### src/rtl/out_port_alloc_3op_pkg.sv
// Shared router definitions for the output-port allocator: source indices,
// allocator state encoding and default flit width.
package out_port_alloc_3op_pkg;

    localparam int PORTS_N        = 3;
    localparam int SRC_LOCAL      = 0;
    localparam int SRC_FSM1       = 1;
    localparam int SRC_FSM2       = 2;
    localparam int DEFAULT_DATA_W = 32;

    typedef enum logic {
        ALLOC_IDLE = 1'b0,
        ALLOC_BUSY = 1'b1
    } alloc_state_t;

endpackage

### src/rtl/out_port_alloc_3op_if.sv
// Allocator bus: source flit inputs, priority-selector loop, output link and status.
// Handshake: a flit moves on a link only in a cycle where valid and ready are both high;
// valid never depends on ready, and data/tail are meaningful only while valid is high.
interface out_port_alloc_3op_if
    import out_port_alloc_3op_pkg::*;
#(
    parameter int PORTS  = PORTS_N,
    parameter int DATA_W = DEFAULT_DATA_W,
    parameter int CNT_W  = 16
);

    logic [PORTS-1:0]        req_i;
    logic [PORTS-1:0]        valid_i;
    logic [PORTS-1:0]        tail_i;
    logic [PORTS*DATA_W-1:0] data_i;
    logic [PORTS-1:0]        ready_o;

    logic [PORTS-1:0]        prio_req_o;
    logic [PORTS-1:0]        prio_sel_i;

    logic                    out_valid_o;
    logic [DATA_W-1:0]       out_data_o;
    logic                    out_tail_o;
    logic                    out_ready_i;

    logic [PORTS-1:0]        grant_o;
    logic                    busy_o;
    logic                    timeout_o;
    logic [CNT_W-1:0]        pkt_cnt_o;
    alloc_state_t            state_dbg;

    modport slave (
        input  req_i, valid_i, tail_i, data_i, prio_sel_i, out_ready_i,
        output ready_o, prio_req_o, out_valid_o, out_data_o, out_tail_o,
        output grant_o, busy_o, timeout_o, pkt_cnt_o, state_dbg
    );

    modport master (
        output req_i, valid_i, tail_i, data_i, prio_sel_i, out_ready_i,
        input  ready_o, prio_req_o, out_valid_o, out_data_o, out_tail_o,
        input  grant_o, busy_o, timeout_o, pkt_cnt_o, state_dbg
    );

endinterface

### src/rtl/out_port_alloc_3op_onehot_mux.sv
// AND-OR flit selector: picks the DATA_W slice of data whose sel bit is set.
// An all-zero sel yields zero.
module onehot_mux #(
    parameter int PORTS  = 3,
    parameter int DATA_W = 32
) (
    input  logic [PORTS-1:0]        sel,
    input  logic [PORTS*DATA_W-1:0] data,
    output logic [DATA_W-1:0]       y
);

    always_comb begin
        y = '0;
        for (int k = 0; k < PORTS; k++) begin
            y = y | (data[k*DATA_W +: DATA_W] & {DATA_W{sel[k]}});
        end
    end

endmodule

### src/rtl/out_port_alloc_3op.sv
// Output-port allocator: forwards requests to the external priority selector,
// holds the granted circuit until tail accept or idle timeout, and muxes its flits out.
module out_port_alloc_3op
    import out_port_alloc_3op_pkg::*;
#(
    parameter int PORTS   = PORTS_N,
    parameter int DATA_W  = DEFAULT_DATA_W,
    parameter int TIMEOUT = 15,
    parameter int CNT_W   = 16
) (
    input  logic                clk_i,
    input  logic                rst_n_i,
    out_port_alloc_3op_if.slave bus
);

    localparam int                IDLE_W    = $clog2(TIMEOUT + 1);
    localparam logic [IDLE_W-1:0] IDLE_LAST = IDLE_W'(TIMEOUT - 1);

    alloc_state_t      state_q, state_d;
    logic [PORTS-1:0]  grant_q, grant_d;
    logic [IDLE_W-1:0] idle_q, idle_d;
    logic [CNT_W-1:0]  cnt_q, cnt_d;
    logic              timeout_q, timeout_d;

    logic              busy;
    logic [PORTS-1:0]  sel_low;
    logic [PORTS-1:0]  live_grant;
    logic              g_valid;
    logic              g_tail;
    logic              accept;
    logic              tail_accept;

    assign busy       = (state_q == ALLOC_BUSY);
    // Lowest set bit only, so an illegal multi-hot selector output still yields a one-hot grant.
    assign sel_low    = bus.prio_sel_i & (~bus.prio_sel_i + PORTS'(1));
    assign live_grant = grant_q & {PORTS{busy}};

    assign g_valid     = |(bus.valid_i & live_grant);
    assign g_tail      = |(bus.tail_i & bus.valid_i & live_grant);
    assign accept      = g_valid & bus.out_ready_i;
    assign tail_accept = accept & g_tail;

    always_ff @(posedge clk_i or negedge rst_n_i) begin
        if (!rst_n_i) begin
            state_q   <= ALLOC_IDLE;
            grant_q   <= '0;
            idle_q    <= '0;
            cnt_q     <= '0;
            timeout_q <= 1'b0;
        end else begin
            state_q   <= state_d;
            grant_q   <= grant_d;
            idle_q    <= idle_d;
            cnt_q     <= cnt_d;
            timeout_q <= timeout_d;
        end
    end

    always_comb begin
        state_d   = state_q;
        grant_d   = grant_q;
        idle_d    = idle_q;
        cnt_d     = cnt_q;
        timeout_d = 1'b0;
        case (state_q)
            ALLOC_IDLE: begin
                idle_d = '0;
                if (|bus.prio_sel_i) begin
                    grant_d = sel_low;
                    state_d = ALLOC_BUSY;
                end
            end
            ALLOC_BUSY: begin
                if (tail_accept) begin
                    grant_d = '0;
                    idle_d  = '0;
                    cnt_d   = cnt_q + CNT_W'(1);
                    state_d = ALLOC_IDLE;
                end else if (accept) begin
                    idle_d = '0;
                end else if (!g_valid) begin
                    // Stalled source: count silence; a valid-but-blocked flit holds the count.
                    if (idle_q == IDLE_LAST) begin
                        grant_d   = '0;
                        idle_d    = '0;
                        timeout_d = 1'b1;
                        state_d   = ALLOC_IDLE;
                    end else begin
                        idle_d = idle_q + IDLE_W'(1);
                    end
                end
            end
            default: begin
                grant_d = '0;
                idle_d  = '0;
                state_d = ALLOC_IDLE;
            end
        endcase
    end

    onehot_mux #(
        .PORTS  (PORTS),
        .DATA_W (DATA_W)
    ) u_data_mux (
        .sel  (live_grant),
        .data (bus.data_i),
        .y    (bus.out_data_o)
    );

    assign bus.prio_req_o  = busy ? '0 : bus.req_i;
    assign bus.out_valid_o = g_valid;
    assign bus.out_tail_o  = g_tail;
    assign bus.ready_o     = live_grant & {PORTS{bus.out_ready_i}};

    assign bus.grant_o   = grant_q;
    assign bus.busy_o    = busy;
    assign bus.timeout_o = timeout_q;
    assign bus.pkt_cnt_o = cnt_q;
    assign bus.state_dbg = state_q;

endmodule

### src/flat_wrapper.sv
// flat-port wrapper written by rule: the top's interface ports become plain ports
module out_port_alloc_3op_flat import out_port_alloc_3op_pkg::*;
#(
    parameter int PORTS   = PORTS_N,
    parameter int DATA_W  = DEFAULT_DATA_W,
    parameter int TIMEOUT = 15,
    parameter int CNT_W   = 16
)
  (clk_i, rst_n_i, bus_req_i, bus_valid_i, bus_tail_i, bus_data_i, bus_prio_sel_i, bus_out_ready_i, bus_ready_o, bus_prio_req_o, bus_out_valid_o, bus_out_data_o, bus_out_tail_o, bus_grant_o, bus_busy_o, bus_timeout_o, bus_pkt_cnt_o, bus_state_dbg);
  out_port_alloc_3op_if #(.PORTS(PORTS), .DATA_W(DATA_W), .CNT_W(CNT_W)) bus_i ();
  input  logic clk_i;
  input  logic rst_n_i;
  input wire logic [$bits(bus_i.req_i)-1:0] bus_req_i;
  input wire logic [$bits(bus_i.valid_i)-1:0] bus_valid_i;
  input wire logic [$bits(bus_i.tail_i)-1:0] bus_tail_i;
  input wire logic [$bits(bus_i.data_i)-1:0] bus_data_i;
  input wire logic [$bits(bus_i.prio_sel_i)-1:0] bus_prio_sel_i;
  input wire logic [$bits(bus_i.out_ready_i)-1:0] bus_out_ready_i;
  output wire logic [$bits(bus_i.ready_o)-1:0] bus_ready_o;
  output wire logic [$bits(bus_i.prio_req_o)-1:0] bus_prio_req_o;
  output wire logic [$bits(bus_i.out_valid_o)-1:0] bus_out_valid_o;
  output wire logic [$bits(bus_i.out_data_o)-1:0] bus_out_data_o;
  output wire logic [$bits(bus_i.out_tail_o)-1:0] bus_out_tail_o;
  output wire logic [$bits(bus_i.grant_o)-1:0] bus_grant_o;
  output wire logic [$bits(bus_i.busy_o)-1:0] bus_busy_o;
  output wire logic [$bits(bus_i.timeout_o)-1:0] bus_timeout_o;
  output wire logic [$bits(bus_i.pkt_cnt_o)-1:0] bus_pkt_cnt_o;
  output wire logic [$bits(bus_i.state_dbg)-1:0] bus_state_dbg;
  assign bus_i.req_i = bus_req_i;
  assign bus_i.valid_i = bus_valid_i;
  assign bus_i.tail_i = bus_tail_i;
  assign bus_i.data_i = bus_data_i;
  assign bus_i.prio_sel_i = bus_prio_sel_i;
  assign bus_i.out_ready_i = bus_out_ready_i;
  assign bus_ready_o = bus_i.ready_o;
  assign bus_prio_req_o = bus_i.prio_req_o;
  assign bus_out_valid_o = bus_i.out_valid_o;
  assign bus_out_data_o = bus_i.out_data_o;
  assign bus_out_tail_o = bus_i.out_tail_o;
  assign bus_grant_o = bus_i.grant_o;
  assign bus_busy_o = bus_i.busy_o;
  assign bus_timeout_o = bus_i.timeout_o;
  assign bus_pkt_cnt_o = bus_i.pkt_cnt_o;
  assign bus_state_dbg = bus_i.state_dbg;
  out_port_alloc_3op #(.PORTS(PORTS), .DATA_W(DATA_W), .TIMEOUT(TIMEOUT), .CNT_W(CNT_W)) u_core (.clk_i(clk_i), .rst_n_i(rst_n_i), .bus(bus_i));
endmodule
### config.mk
export PLATFORM = sky130hd
export DESIGN_NAME = out_port_alloc_3op_flat
export DESIGN_NICKNAME = d
export VERILOG_FILES = /design/src/rtl/out_port_alloc_3op_pkg.sv /design/src/rtl/out_port_alloc_3op_if.sv /design/src/rtl/out_port_alloc_3op_onehot_mux.sv /design/src/rtl/out_port_alloc_3op.sv /design/src/flat_wrapper.sv
export SDC_FILE = /design/constraint.sdc
export NUM_CORES = 1
export LEC_CHECK = 0
export CAP_MARGIN = 25
export CORE_MARGIN = 1.5
export CORE_UTILIZATION = 34
export CTS_BUF_LIST = sky130_fd_sc_hd__clkbuf_4 sky130_fd_sc_hd__clkbuf_8
export CTS_CLUSTER_SIZE = 40
export DETAILED_ROUTE_END_ITERATION = 6
export PLACE_DENSITY = 0.88
export SYNTH_ARGS = -nofsm -noshare
export SYNTH_HDL_FRONTEND = slang
export SYNTH_SLANG_ARGS = --single-unit
### constraint.sdc
create_clock -name clk_i -period 3.45 [get_ports clk_i]
set_input_delay 0.69 -clock clk_i [delete_from_list [all_inputs] [get_ports clk_i]]
set_output_delay 0.69 -clock clk_i [all_outputs]
set_load 0.1 [all_outputs]
==> flow_results.org, run 1 <==
** Status
- The flow ran to the end, and the final reports show no timing, DRC or antenna violations.

** Global route
- The via count of the first global-routing pass was 2413.
- The initial antenna violation count is 0.
- Summed over all layers, the global routing overflow is 0.
- Global routing usage summed across all routing layers :: 24.3%
- Entering global routing, the biggest net connects 33 pins.
- Global-route wire length before repair :: 11.7 mm

** Routing
- Total Wirelength :: 7.52 mm
- Post-detailed-route wirelength per cell :: 16.0 um
- For this block, the initial DRC count from the detailed router was 158.
- Before antenna repair, the detailed router went through 6 iterations.
- Once detail routing completed, the nets flagged for antenna violations numbered 0.
- Post-detailed-route via-to-cell ratio :: 5.13
- In the routed design, unresolved DRC markers number 0.
- The final route contains 2407 vias.

** Setup path
- Capturing element type of the critical path :: primary output
- The endpoint identified for the worst register-to-register timing path is u_core.bus.pkt_cnt_o[1]$_DFFE_PN0P_.
- Measured in cells, the most critical reg-to-reg path has a length of 4.
- Data arrives at the worst endpoint at 2.17 ns.
- Worst reg2reg setup slack :: 1.53 ns
- STA classifies the critical path startpoint as an input pin.
- The startpoint identified for the worst register-to-register timing path is u_core.bus.busy_o$_DFF_PN0_.
- Startpoint-to-endpoint class of the critical path :: in -> out
- For the worst setup path, the data required time is 2.76 ns.
- Max FO, Critical Path :: 4

** Logic synthesis
- Largest cells by area after synthesis :: sky130_fd_sc_hd__dfrtp_1, sky130_fd_sc_hd__nand2_1, sky130_fd_sc_hd__a22oi_1
- Netlist area before placement :: 1900 um^2
- Number of library cell types mapped by synthesis :: 43
- Of the synthesized area, sequential elements account for 33.0%.
- Net count after synthesis :: 348
- Counting flops with a built-in enable in the synthesized netlist gives 0.
- For this run, the leading register cell type out of synthesis is sky130_fd_sc_hd__dfrtp_1.
- By count the netlist is led by sky130_fd_sc_hd__nand2_1, sky130_fd_sc_hd__a22oi_1, sky130_fd_sc_hd__dfrtp_1, sky130_fd_sc_hd__clkbuf_1, sky130_fd_sc_hd__xnor2_1.
- Most common cell in the synthesized netlist :: sky130_fd_sc_hd__nand2_1
- After synthesis the netlist holds a flip-flop and latch count of 25.
- Mapped Cells :: 234
- The largest total area in the synthesized netlist belongs to sky130_fd_sc_hd__dfrtp_1.
- Asr flop ratio synth :: 100%
- A synthesized cell averages 8.11 um^2.
- Summed over its instances, the top area cell type makes up 33.0% of the synthesized netlist area.
- The Yosys step of the flow raised 0 warnings.

** STA
- Setup violations remaining at the end of the flow were counted as 0.
- Measured against its own limit, the worst slew margin works out to 35.6%.
- Hold is met by 0.476 ns.
- At the pin with the least slew margin, the transition time is 0.962 ns.
- Min Tclk post-route :: 2.86 ns
- Once routing completed, OpenROAD measured the worst setup slack at 0.593 ns.
- The hold violation count in the final report was 0.
- Number of slew-limit violations in the final report :: 0
- In the finished design, the share of the clock period the worst path needs comes to 82.8%.
- Summed over all failing endpoints, the final setup total negative slack is 0 ns.
- Based on the critical path, the design can be clocked at up to 0.350 GHz.
- Setup repair after global routing left no endpoint under its margin.
- Across the routed clock network, the largest skew measured is 0.00418 ns.

** Job
- Max cap viols :: 0

** Clocking
- CTS built an H-tree with a depth of 1.
- Clock latency reported for the late side of the worst-skew pair :: 0.27 ns
- Number of buffers created by CTS :: 3
- The number of setup buffers added after CTS is 0.
- Cell at the root of the clock tree :: sky130_fd_sc_hd__clkbuf_8
- TritonCTS built the clock tree.
- Clock-pin slew was measured on the worst setup and hold paths at 0.08 ns.
- Post-CTS repair changed the size of 0 cells.
- Buffers inserted to repair hold after CTS numbered 0.
- Clock buffer depth :: 2
- Clock tree synthesis found a total of 25 sinks.

** Min path
- Hold path startpoint :: u_core.bus.pkt_cnt_o[15]$_DFFE_PN0P_
- Type of the most critical hold path :: reg -> reg
- Hold Path End :: u_core.bus.pkt_cnt_o[15]$_DFFE_PN0P_
- Hold Crit Depth :: 1

** Placed design
- During placement, the flow inserted port buffers numbering 172.
- Dpl ws :: 0.576 ns
- Half-perimeter wire length after detailed placement :: 6.13 mm
- The congestion estimate from routability-driven global placement came to 0.813.

** Layout
- Diode insertion count for antenna repair :: 0
- Compared with the post-synthesis result, the final layout area differs by 110%.
- For this run, the post-layout net count is 512.
- Of the cells placed in the final design, the portion with a size suffix greater than 1 is 20.4%.
- Cells fill 73.3% of the core in the end.

** Die
- Cell Rows :: 27
- Core footprint :: 5440 um^2
- Chip Width :: 77.7 um
- Die Footprint :: 6040 um^2
- Number of top-level pins :: 173
- Vert. Die Dim :: 77.7 um
- Initial core utilization :: 34.9%

** Power
- Dividing total power by cell area gives a power density of 1130 nW/um^2.
- Final total power :: 4.49 mW
- Maximum VDD drop :: 1.06 mV
- Leakage power total :: 1.78 nW
==> critical path: stages <==
cell and delay, ns:
sky130_fd_sc_hd__clkdlybuf4s50_1 0.45, sky130_fd_sc_hd__a222oi_1 0.56, sky130_fd_sc_hd__or2b_4 0.25, sky130_fd_sc_hd__inv_4 0.05
sky130_fd_sc_hd__buf_12 0.16
==> area by class of cell <==
class / count / area (um^2)
clock buffers: 4 / 48.8
fillers: 379 / 1450
inverters: 7 / 28.8
multi-input cells: 185 / 1160
flip-flops and latches: 25 / 626
well taps: 72 / 90.1
repair buffers: 176 / 2030
==> how the worst max path moves through the flow <==
stage | start | end | slack, ns | cells after the start
CTS | bus_valid_i[0] | bus_out_valid_o | 0.58 | 5
floorplan | u_core.bus.busy_o$_DFF_PN0_ | bus_out_data_o[10] | 0.17 | 6
global route | bus_valid_i[0] | bus_out_valid_o | 0.54 | 5
global placement | bus_valid_i[0] | bus_out_valid_o | 0.59 | 5
detailed placement | bus_valid_i[0] | bus_out_valid_o | 0.58 | 5
finish | bus_valid_i[0] | bus_out_valid_o | 0.59 | 5
==> cell usage in the layout, fill, tap and decap left out, drive strengths merged, types with 2 or more instances in the layout <==
master         Yosys  final
nor2               2      2
clkbuf            14      4
o22ai              3      3
and2               3      3
nor2b              3      3
xnor2             14     14
a21o               2      2
ha                 3      3
nor4               2      2
a22oi             32     32
a21oi              4      4
dfrtp             25     25
nand3              9      9
and3               7      7
inv                7      7
buf                3     62
nand2             71     71
and4               2      2
clkdlybuf4s50      0    114
nor3b              2      2
a31oi              2      2
nand4             12     12
==> routing by layer <==
metal / GRT usage [%] / up-vias / wire length, um
met4: 9.45 / 0 / 233
met1: 26.9 / 1113 / 2670
met2: 44.9 / 114 / 4130
met3: 4.94 / 20 / 476
li1: - / 1160 / -
met5: 0 / - / 0
==> state kept, by name, indices dropped and copies added, names as in the netlist <==
| signal | count |
|---|---|
| u_core.bus.pkt_cnt_o | 16 |
| u_core.bus.timeout_o | 1 |
| u_core.bus.grant_o | 3 |
| u_core.idle_q | 4 |
| u_core.bus.busy_o | 1 |
==> cell families after synthesis <==
| group | Yosys count | synth area share (%) |
|---|---|---|
| buffers and inverters | 24 | 5.67 |
| adders and majority gates | 3 | 1.98 |
| AOI/OAI and AO/OA | 50 | 21.5 |
| and+or+nand+nor | 116 | 30.3 |
| xor gates and xnor gates | 15 | 6.93 |
| muxes | 1 | 0.594 |
| DFF | 25 | 33.0 |
==> where the power goes <==
group	leakage [nW]	internal, mW	switching, mW
Clock	0.0262	0.0905	0.0888
Sequential	0.331	0.353	0.110
Combinational	1.42	1.23	2.62
Total	1.78	1.67	2.82
==> per-stage QoR <==
stage | instances | area (um^2)
6_report | 469 | 3990
3_3_place_gp | 465 | 3940
2_1_floorplan | 234 | 1900
4_1_cts | 469 | 3990
5_1_grt | 469 | 3990
3_5_place_dp | 465 | 3940
Note: power is estimated with default switching activity, not from simulation.
==> run 2: changes to the inputs <==
--- a/config.mk
+++ b/config.mk
@@ -7,11 +7,11 @@
 export LEC_CHECK = 0
 export CAP_MARGIN = 25
 export CORE_MARGIN = 1.5
-export CORE_UTILIZATION = 34
+export CORE_UTILIZATION = 29
 export CTS_BUF_LIST = sky130_fd_sc_hd__clkbuf_4 sky130_fd_sc_hd__clkbuf_8
 export CTS_CLUSTER_SIZE = 40
 export DETAILED_ROUTE_END_ITERATION = 6
-export PLACE_DENSITY = 0.88
+export PLACE_DENSITY = 0.8
 export SYNTH_ARGS = -nofsm -noshare
 export SYNTH_HDL_FRONTEND = slang
 export SYNTH_SLANG_ARGS = --single-unit
==> constraint.sdc (replaced) <==
create_clock -name clk_i -period 2.45 [get_ports clk_i]
set_input_delay 0.49 -clock clk_i [delete_from_list [all_inputs] [get_ports clk_i]]
set_output_delay 0.49 -clock clk_i [all_outputs]
set_load 0.1 [all_outputs]
==> flow_results.org, run 2 (synthesized netlist as in run 1, its figures left out) <==
** Placed design
- The total placed cells including tap cells was 475 (was 465).
- The total of buffers placed on input and output ports was 172 (unchanged).
- Dpl ws :: 0.0897 ns (was 0.576 ns)
- The placed wire-length estimate after detailed placement is 6.45 mm (was 6.13 mm).
- Global placement routability congestion :: 0.781 (was 0.813)

** STA
- Clock Skew :: 0.00195 ns (was 0.00418 ns)
- The count of pins over their slew limit came to 0 (unchanged).
- The hold violation count in the final report is 0 (unchanged).
- The number of setup violations in the final report is 0 (unchanged).
- Slew headroom :: 69.6% (was 35.6%)
- RSZ-0062 raised after global routing: false (unchanged).
- The worst path needs 2.36 ns of the cycle, external delays included.
- Transition at the pin with the smallest max-transition slack :: 0.456 ns (was 0.962 ns)
- Fin crit share :: 96.4%
- Fmax :: 0.423 GHz
- The final worst-path setup slack was 0.0875 ns (was 0.593 ns).

** Routing
- The detailed-router iteration count before antenna repair was 4 (was 6).
- Post-detailed-route via-to-cell ratio :: 5.08 (was 5.13)
- The detailed route wirelength on metal3 was 566 um (was 476 um).
- Number of remaining DRC errors :: 0 (unchanged)
- Number of nets still failing antenna checks after routing :: 0 (unchanged)
- The vias after detailed routing is 2431 (was 2407).
- The starting DRC count in detailed routing came to 115 (was 158).
- Total Wirelength :: 7.56 mm (was 7.52 mm)
- The routed metal-1 wirelength came to 2.72 mm (was 2.67 mm).
- The uppermost signal routing layer after detailed routing is met4 (unchanged).
- Detailed-routed wire length on met2 :: 4.12 mm (was 4.13 mm)
- Post-detailed-route wirelength per cell :: 15.8 um (was 16.0 um)

** Setup path
- Max FO, Critical Path :: 4 (unchanged)
- The launch point of the worst path was bus_valid_i[0] (unchanged).
- The worst path arrival time came to 1.87 ns (was 2.17 ns).
- Startpoint Class :: input pin (unchanged)
- Capturing element type of the critical path :: primary output (unchanged)
- The reg-to-reg critical path startpoint is u_core.bus.busy_o$_DFF_PN0_ (unchanged).
- Worst endpoint required time :: 1.96 ns (was 2.76 ns)
- Startpoint-to-endpoint class of the critical path :: in -> out (unchanged)

** Layout
- Fraction of final layout cells with drive strength greater than 1 :: 31.6% (was 20.4%)
- The number of fill cells in the layout was 496 (was 379).
- The number of flip-flops under the largest register name is 16 (unchanged).
- The number of nets at the end of the flow was 517 (was 512).
- Most common cell after layout, fill and taps aside :: sky130_fd_sc_hd__clkdlybuf4s50_1 (unchanged)
- Diode insertion count for antenna repair :: 0 (unchanged)
- Area of the multi-input gates :: 1400 um^2 (was 1160 um^2)
- Sequential cell area :: 631 um^2 (was 626 um^2)
- Most frequent cells in the layout: sky130_fd_sc_hd__clkdlybuf4s50_1, sky130_fd_sc_hd__nand2_1, sky130_fd_sc_hd__buf_12, sky130_fd_sc_hd__a22oi_1, sky130_fd_sc_hd__buf_4 (unchanged).
- Final cell count without fillers :: 479 (was 469)
- Area Overhead vs Synth :: 128% (was 110%)

** Clocking
- Number of levels the H-tree was split into :: 1 (unchanged)
- The clock input transition at the sequential cells of the worst setup and hold paths is 0.09 ns (was 0.08 ns).
- The clock root buffer master is sky130_fd_sc_hd__clkbuf_8 (unchanged).
- Clock latency reported for the late side of the worst-skew pair :: 0.27 ns (about the same)
- Clock buffer depth :: 2 (unchanged)
- CTS tree :: built (unchanged)
- TritonCTS sink count :: 25 (unchanged)
- Number of buffers created by CTS :: 3 (unchanged)

** Die
- The count of boundary I/O pins was 173 (unchanged).
- Die Footprint :: 7040 um^2 (was 6040 um^2)
- Initial core utilization :: 29.9% (was 34.9%)
- The number of standard-cell rows in the floorplan came to 29 (was 27).
- Vert. Die Dim :: 83.9 um (was 77.7 um)
- The core region area came to 6350 um^2 (was 5440 um^2).
- Chip Width :: 83.9 um (was 77.7 um)

** Global route
- Total congestion overflow :: 0 (unchanged)
- Number of antenna violations at the first check in global routing :: 0 (unchanged)
- The largest net degree at the start of global routing was 33 (unchanged).
- Global-route wire length before repair :: 11.8 mm (was 11.7 mm)
- The global routing usage summed across all routing layers is 20.8% (was 24.3%).
- The via count of the first global-routing pass was 2454 (was 2413).

** Min path
- Type of the most critical hold path :: reg -> reg (unchanged)
- Hold path startpoint :: u_core.bus.pkt_cnt_o[15]$_DFFE_PN0P_ (unchanged)

** Power
- Maximum VDD drop :: 1.15 mV (was 1.06 mV)
- The overall power after layout is 6.73 mW (was 4.49 mW).
- PD cells :: 1550 nW/um^2 (was 1130 nW/um^2)
- The leakage power of the design is 1.85 nW (was 1.78 nW).

** Status
- Result of the run: finished clean (unchanged).

** Job
- Max cap viols :: 0 (unchanged)
-- run 2: cell types whose count changed in the layout (fill, tap and decap cells not counted), moves of 3 or more --
cell	delta
sky130_fd_sc_hd__nand2_4	+29
sky130_fd_sc_hd__dfrtp_2	+4
sky130_fd_sc_hd__buf_4	+3
sky130_fd_sc_hd__clkdlybuf4s50_1	-4
sky130_fd_sc_hd__buf_12	+6
sky130_fd_sc_hd__dfrtp_1	-4
sky130_fd_sc_hd__nand2_1	-30
-- run 2: layout make-up --
| type | count | share of cell area, % |
|---|---|---|
| repair buffers | 181 | 49.3 |
| flip-flops and latches | 25 | 14.6 |
| clock buffers | 3 | 0.953 |
| well taps | 77 | 2.22 |
| clock inverters | 1 | 0.116 |
| multi-input cells | 185 | 32.2 |
| inverters | 7 | 0.664 |
-- run 2: stage by stage --
step	util (%)	instance area (um^2)	TNS, ns	hold WS [ns]
2_1_floorplan	-	2130	-0.839	0.194
3_3_place_gp	67.4	4280	0	0.464
3_5_place_dp	67.4	4280	0	0.469
4_1_cts	68.1	4330	0	0.480
5_1_grt	68.2	4330	0	0.504
6_report	68.2	4330	0	0.475
-- run 2: path summary, 6_finish.rpt --
kind | to | slack, ns | cells past startpoint
worst max-delay path | bus_out_valid_o | 0.09 | 6
worst min-delay path | u_core.bus.pkt_cnt_o[15]$_DFFE_PN0P_ | 0.48 | 1
worst max register to register | u_core.bus.pkt_cnt_o[1]$_DFFE_PN0P_ | 0.73 | 4
worst min register to register | u_core.bus.pkt_cnt_o[15]$_DFFE_PN0P_ | 0.48 | 1
max in group asynchronous | u_core.bus.busy_o$_DFF_PN0_ | 1.62 | 2
min in group asynchronous | u_core.bus.pkt_cnt_o[14]$_DFFE_PN0P_ | 0.57 | 2
-- run 2: repair_timing --
action | CTS | global route
hold buffers | 0 | 0
gates resized for setup | 0 | 2
endpoints found under the setup margin | 0 | 4
buffers inserted | 0 | 0
-- run 2: report_power, final --
group	switching (mW)	internal (mW)	total (mW)
clock network	0.129	0.114	0.243
registers	0.132	0.502	0.634
logic	3.90	1.95	5.85
-- run 2: layer usage --
metal  global-route usage (%)  up-vias
met1                     23.3     1150
met3                     5.44       12
li1                         -     1170
met2                     38.6       99
met5                        0        -
met4                     5.51        0
-- run 2: worst max-delay path: stages --
cell and delay (ns):
sky130_fd_sc_hd__clkdlybuf4s50_1 0.45, sky130_fd_sc_hd__a222oi_1 0.41, sky130_fd_sc_hd__buf_4 0.19, sky130_fd_sc_hd__or2b_4 0.12, sky130_fd_sc_hd__inv_4 0.05, sky130_fd_sc_hd__buf_12 0.15
==> run 3: changes to the inputs <==
--- a/config.mk
+++ b/config.mk
@@ -12,6 +12,7 @@
 export CTS_CLUSTER_SIZE = 40
 export DETAILED_ROUTE_END_ITERATION = 6
 export PLACE_DENSITY = 0.8
+export SETUP_SLACK_MARGIN = 0.3
 export SYNTH_ARGS = -nofsm -noshare
 export SYNTH_HDL_FRONTEND = slang
 export SYNTH_SLANG_ARGS = --single-unit
==> flow_results.org, run 3 (synthesized netlist as in run 1, its figures left out) <==
** STA
- The count of pins over their slew limit is 0 (unchanged).
- The max-slew headroom at the worst pin is 71.5% (was 69.6%).
- The achievable clock frequency is 0.463 GHz (was 0.423 GHz).
- The final worst-path cycle share came to 88.1% (was 96.4%).
- RSZ-0062 raised after global routing: true (was false).
- The time the final worst path needs with I/O delays and setup is 2.16 ns (was 2.36 ns).
- Final Hold Viols :: 0 (unchanged)
- Post-route setup slack :: 0.292 ns (was 0.0875 ns)
- Transition at the pin with the smallest max-transition slack :: 0.427 ns (was 0.456 ns)
- The number of setup violations in the final report is 0 (unchanged).
- Aggregate negative setup slack :: 0 ns (unchanged)
- Clock Skew :: 0.00829 ns (was 0.00195 ns)

** Setup path
- Crit. Startpoint :: u_core.bus.busy_o$_DFF_PN0_ (was bus_valid_i[0])
- The register-to-register path setup slack was 0.42 ns (was 0.73 ns).
- The element type at the critical path end was a primary output (unchanged).
- The cell count of the worst reg-to-reg path came to 11 (was 4).
- The type of element launching the critical path is a flip-flop (was input pin).
- The capture point of the critical path is bus_out_data_o[10] (was bus_out_valid_o).
- Startpoint-to-endpoint class of the critical path :: reg -> out (was in -> out)
- The critical-path maximum fanout came to 16 (was 4).
- The endpoint required time on the critical path was 1.96 ns (about the same).
- Data arrival, critical path :: 1.67 ns (was 1.87 ns)
- End of the worst register-to-register path :: u_core.idle_q[2]$_DFFE_PN0P_ (was u_core.bus.pkt_cnt_o[1]$_DFFE_PN0P_)
- The reg-to-reg critical path startpoint was u_core.bus.grant_o[0]$_DFFE_PN0P_ (was u_core.bus.busy_o$_DFF_PN0_).

** Placed design
- Global placement routability congestion :: 0.864 (was 0.781)
- The pre-CTS setup slack was 0.117 ns (was 0.0897 ns).
- Half-perimeter wire length after detailed placement :: 6.76 mm (was 6.45 mm)
- The total placed instance area was 4450 um^2 (was 4280 um^2).
- Number of port buffers :: 172 (unchanged)

** Global route
- The initial antenna violation count is 0 (unchanged).
- The global-route layer with the greatest usage was met2 (unchanged).
- Met1 usage :: 29.9% (was 23.3%)
- GR Layer Usage met2 :: 45.2% (was 38.6%)
- Total congestion overflow :: 0 (unchanged)
- The global routing usage summed across all routing layers is 25.0% (was 20.8%).
- Maximum number of pins on one net before global-route repair :: 26 (was 33)
- Met3 capacity usage during global routing :: 4.45% (was 5.44%)
- The global-route wire length before repair came to 13.9 mm (was 11.8 mm).
- The via count of the first global-routing pass is 2550 (was 2454).

** Power
- The switching share of total power came to 61.1% (was 61.9%).
- Clock power frac :: 3.6% (about the same)
- Maximum VDD drop :: 1.35 mV (was 1.15 mV)
- The fraction of power consumed by combinational cells was 87.6% (was 87.0%).
- Part of the power in registers :: 8.8% (was 9.4%)
- Leakage power total :: 1.94 nW (was 1.85 nW)
- PD cells :: 1540 nW/um^2 (was 1550 nW/um^2)
- The design internal power was 2.78 mW (was 2.57 mW).
- Switching pwr :: 4.36 mW (was 4.16 mW)

** Routing
- Number of remaining DRC errors :: 0 (unchanged)
- The detailed-router iteration count before antenna repair was 4 (unchanged).
- DR iter-0 viols :: 75 (was 115)
- Post-detailed-route via-to-cell ratio :: 5.23 (was 5.08)
- Via count :: 2563 (was 2431)
- The residual antenna-violating net count after detailed routing is 0 (unchanged).
- Post-detailed-route wirelength per cell :: 18.4 um (was 15.8 um)
- The detailed-route wire length is 9.03 mm (was 7.56 mm).

** Layout
- The footprint of the multi-input gates came to 1640 um^2 (was 1400 um^2).
- Most frequent cells in the layout: sky130_fd_sc_hd__clkdlybuf4s50_1, sky130_fd_sc_hd__buf_12, sky130_fd_sc_hd__nand2_1, sky130_fd_sc_hd__buf_4, sky130_fd_sc_hd__a22oi_2 (was sky130_fd_sc_hd__clkdlybuf4s50_1, sky130_fd_sc_hd__nand2_1, sky130_fd_sc_hd__buf_12, sky130_fd_sc_hd__a22oi_1, sky130_fd_sc_hd__buf_4).
- Most common cell after layout, fill and taps aside :: sky130_fd_sc_hd__clkdlybuf4s50_1 (unchanged)
- The number of inserted diodes came to 0 (unchanged).
- Fraction of final layout cells with drive strength greater than 1 :: 43.1% (was 31.6%)
- The total area of sequential cells came to 636 um^2 (was 631 um^2).
- Area Overhead vs Synth :: 145% (was 128%)
- Filler instances :: 444 (was 496)
- Final layout net count :: 528 (was 517)
- The post-layout utilization of the core is 73.2% (was 68.2%).
- Final Instance Area :: 4650 um^2 (was 4330 um^2)
- Number of flip-flops in the largest register :: 16 (unchanged)

** Status
- Result of the run: finished clean (unchanged).

** Clocking
- The post-cts hold buffer count is 0 (unchanged).
- Number of levels the H-tree was split into :: 1 (unchanged)
- Clock latency reported for the late side of the worst-skew pair :: 0.28 ns (was 0.27 ns)
- The clock input transition at the sequential cells of the worst setup and hold paths is 0.09 ns (about the same).
- TritonCTS sink count :: 25 (unchanged)
- The number of buffers on the longest clock path was 2 (unchanged).
- Number of buffers created by CTS :: 3 (unchanged)
- CTS tree :: built (unchanged)
- Cell at the root of the clock tree :: sky130_fd_sc_hd__clkbuf_8 (unchanged)

** Die
- The count of boundary I/O pins is 173 (unchanged).
- Die Footprint :: 7040 um^2 (unchanged)
- The initial core utilization is 29.9% (unchanged).
- Chip Width :: 83.9 um (unchanged)
- The core region area is 6350 um^2 (unchanged).
- Cell Rows :: 29 (unchanged)
- The die height is 83.9 um (unchanged).

** Job
- Max cap viols :: 0 (unchanged)

** Min path
- The worst min-delay path category is reg -> reg (unchanged).
## run 3: cell types whose count changed in the layout (fill, tap and decap cells not counted), sizes merged
cell	before	now
buf	71	79
clkinvlp	0	1
and2	3	6
clkdlybuf4s50	110	107
clkinv	1	0
dlygate4sd2	0	3
## run 3: worst min-delay path by stage
stage | slack (ns) | startpoint | to | cells past startpoint
after global placement | 0.46 | u_core.bus.pkt_cnt_o[15]$_DFFE_PN0P_ | u_core.bus.pkt_cnt_o[15]$_DFFE_PN0P_ | 1
after CTS | 0.50 | u_core.bus.pkt_cnt_o[15]$_DFFE_PN0P_ | u_core.bus.pkt_cnt_o[15]$_DFFE_PN0P_ | 1
after detailed placement | 0.49 | u_core.bus.pkt_cnt_o[15]$_DFFE_PN0P_ | u_core.bus.pkt_cnt_o[15]$_DFFE_PN0P_ | 1
after floorplan | 0.19 | rst_n_i | u_core.bus.grant_o[1]$_DFFE_PN0P_ | 0
final | 0.50 | u_core.bus.pkt_cnt_o[15]$_DFFE_PN0P_ | u_core.bus.pkt_cnt_o[15]$_DFFE_PN0P_ | 1
after global routing | 0.55 | u_core.bus.pkt_cnt_o[15]$_DFFE_PN0P_ | u_core.bus.pkt_cnt_o[15]$_DFFE_PN0P_ | 1
## run 3: repair_timing
action,4_1_cts,5_1_grt
gates cloned,3,0
gates resized for setup,8,6
setup endpoints to repair,33,15
setup buffers,9,3
hold endpoints to repair,0,0
pin swaps,4,3
## run 3: critical path: stages, from the launching register on
cell and delay, ns:
sky130_fd_sc_hd__dfrtp_4 0.54, sky130_fd_sc_hd__and2_4 0.27, sky130_fd_sc_hd__a22oi_1 0.32, sky130_fd_sc_hd__nand2_4 0.08
sky130_fd_sc_hd__buf_12 0.17
## run 3: cell type report
| class | instances | area share, % |
|---|---|---|
| Clock buffer | 3 | 0.889 |
| Clock inverter | 1 | 0.162 |
| Inverter | 7 | 0.619 |
| Multi-Input combinational cell | 188 | 35.3 |
| Sequential cell | 25 | 13.7 |
| Tap cell | 77 | 2.07 |
| Timing Repair Buffer | 189 | 47.2 |
## run 3: power by group through the flow
stage	sequential (mW)	clock [mW]	combinational, mW
finish	0.626	0.258	6.26
global route	0.644	0.274	6.43
CTS	0.623	0.259	6.20
detailed placement	0.630	0	6.01
global placement	0.620	0	5.96
floorplan	1.02	0	3.66
## run 3: stage by stage
stage               total power, mW  cells  hold WS (ns)
floorplan                      4.67    234         0.194
global placement               6.58    471         0.462
detailed placement             6.64    471         0.489
CTS                            7.08    487         0.504
global route                   7.35    490         0.546
finish                         7.15    490         0.500
## run 3: layer usage
layer	up-vias	wire length (um)	part of all wire [%]
met4	0	222	2.5
met1	1225	3530	39
met3	15	609	6.7
li1	1200	-	-
met2	123	4670	52
met5	-	0	0
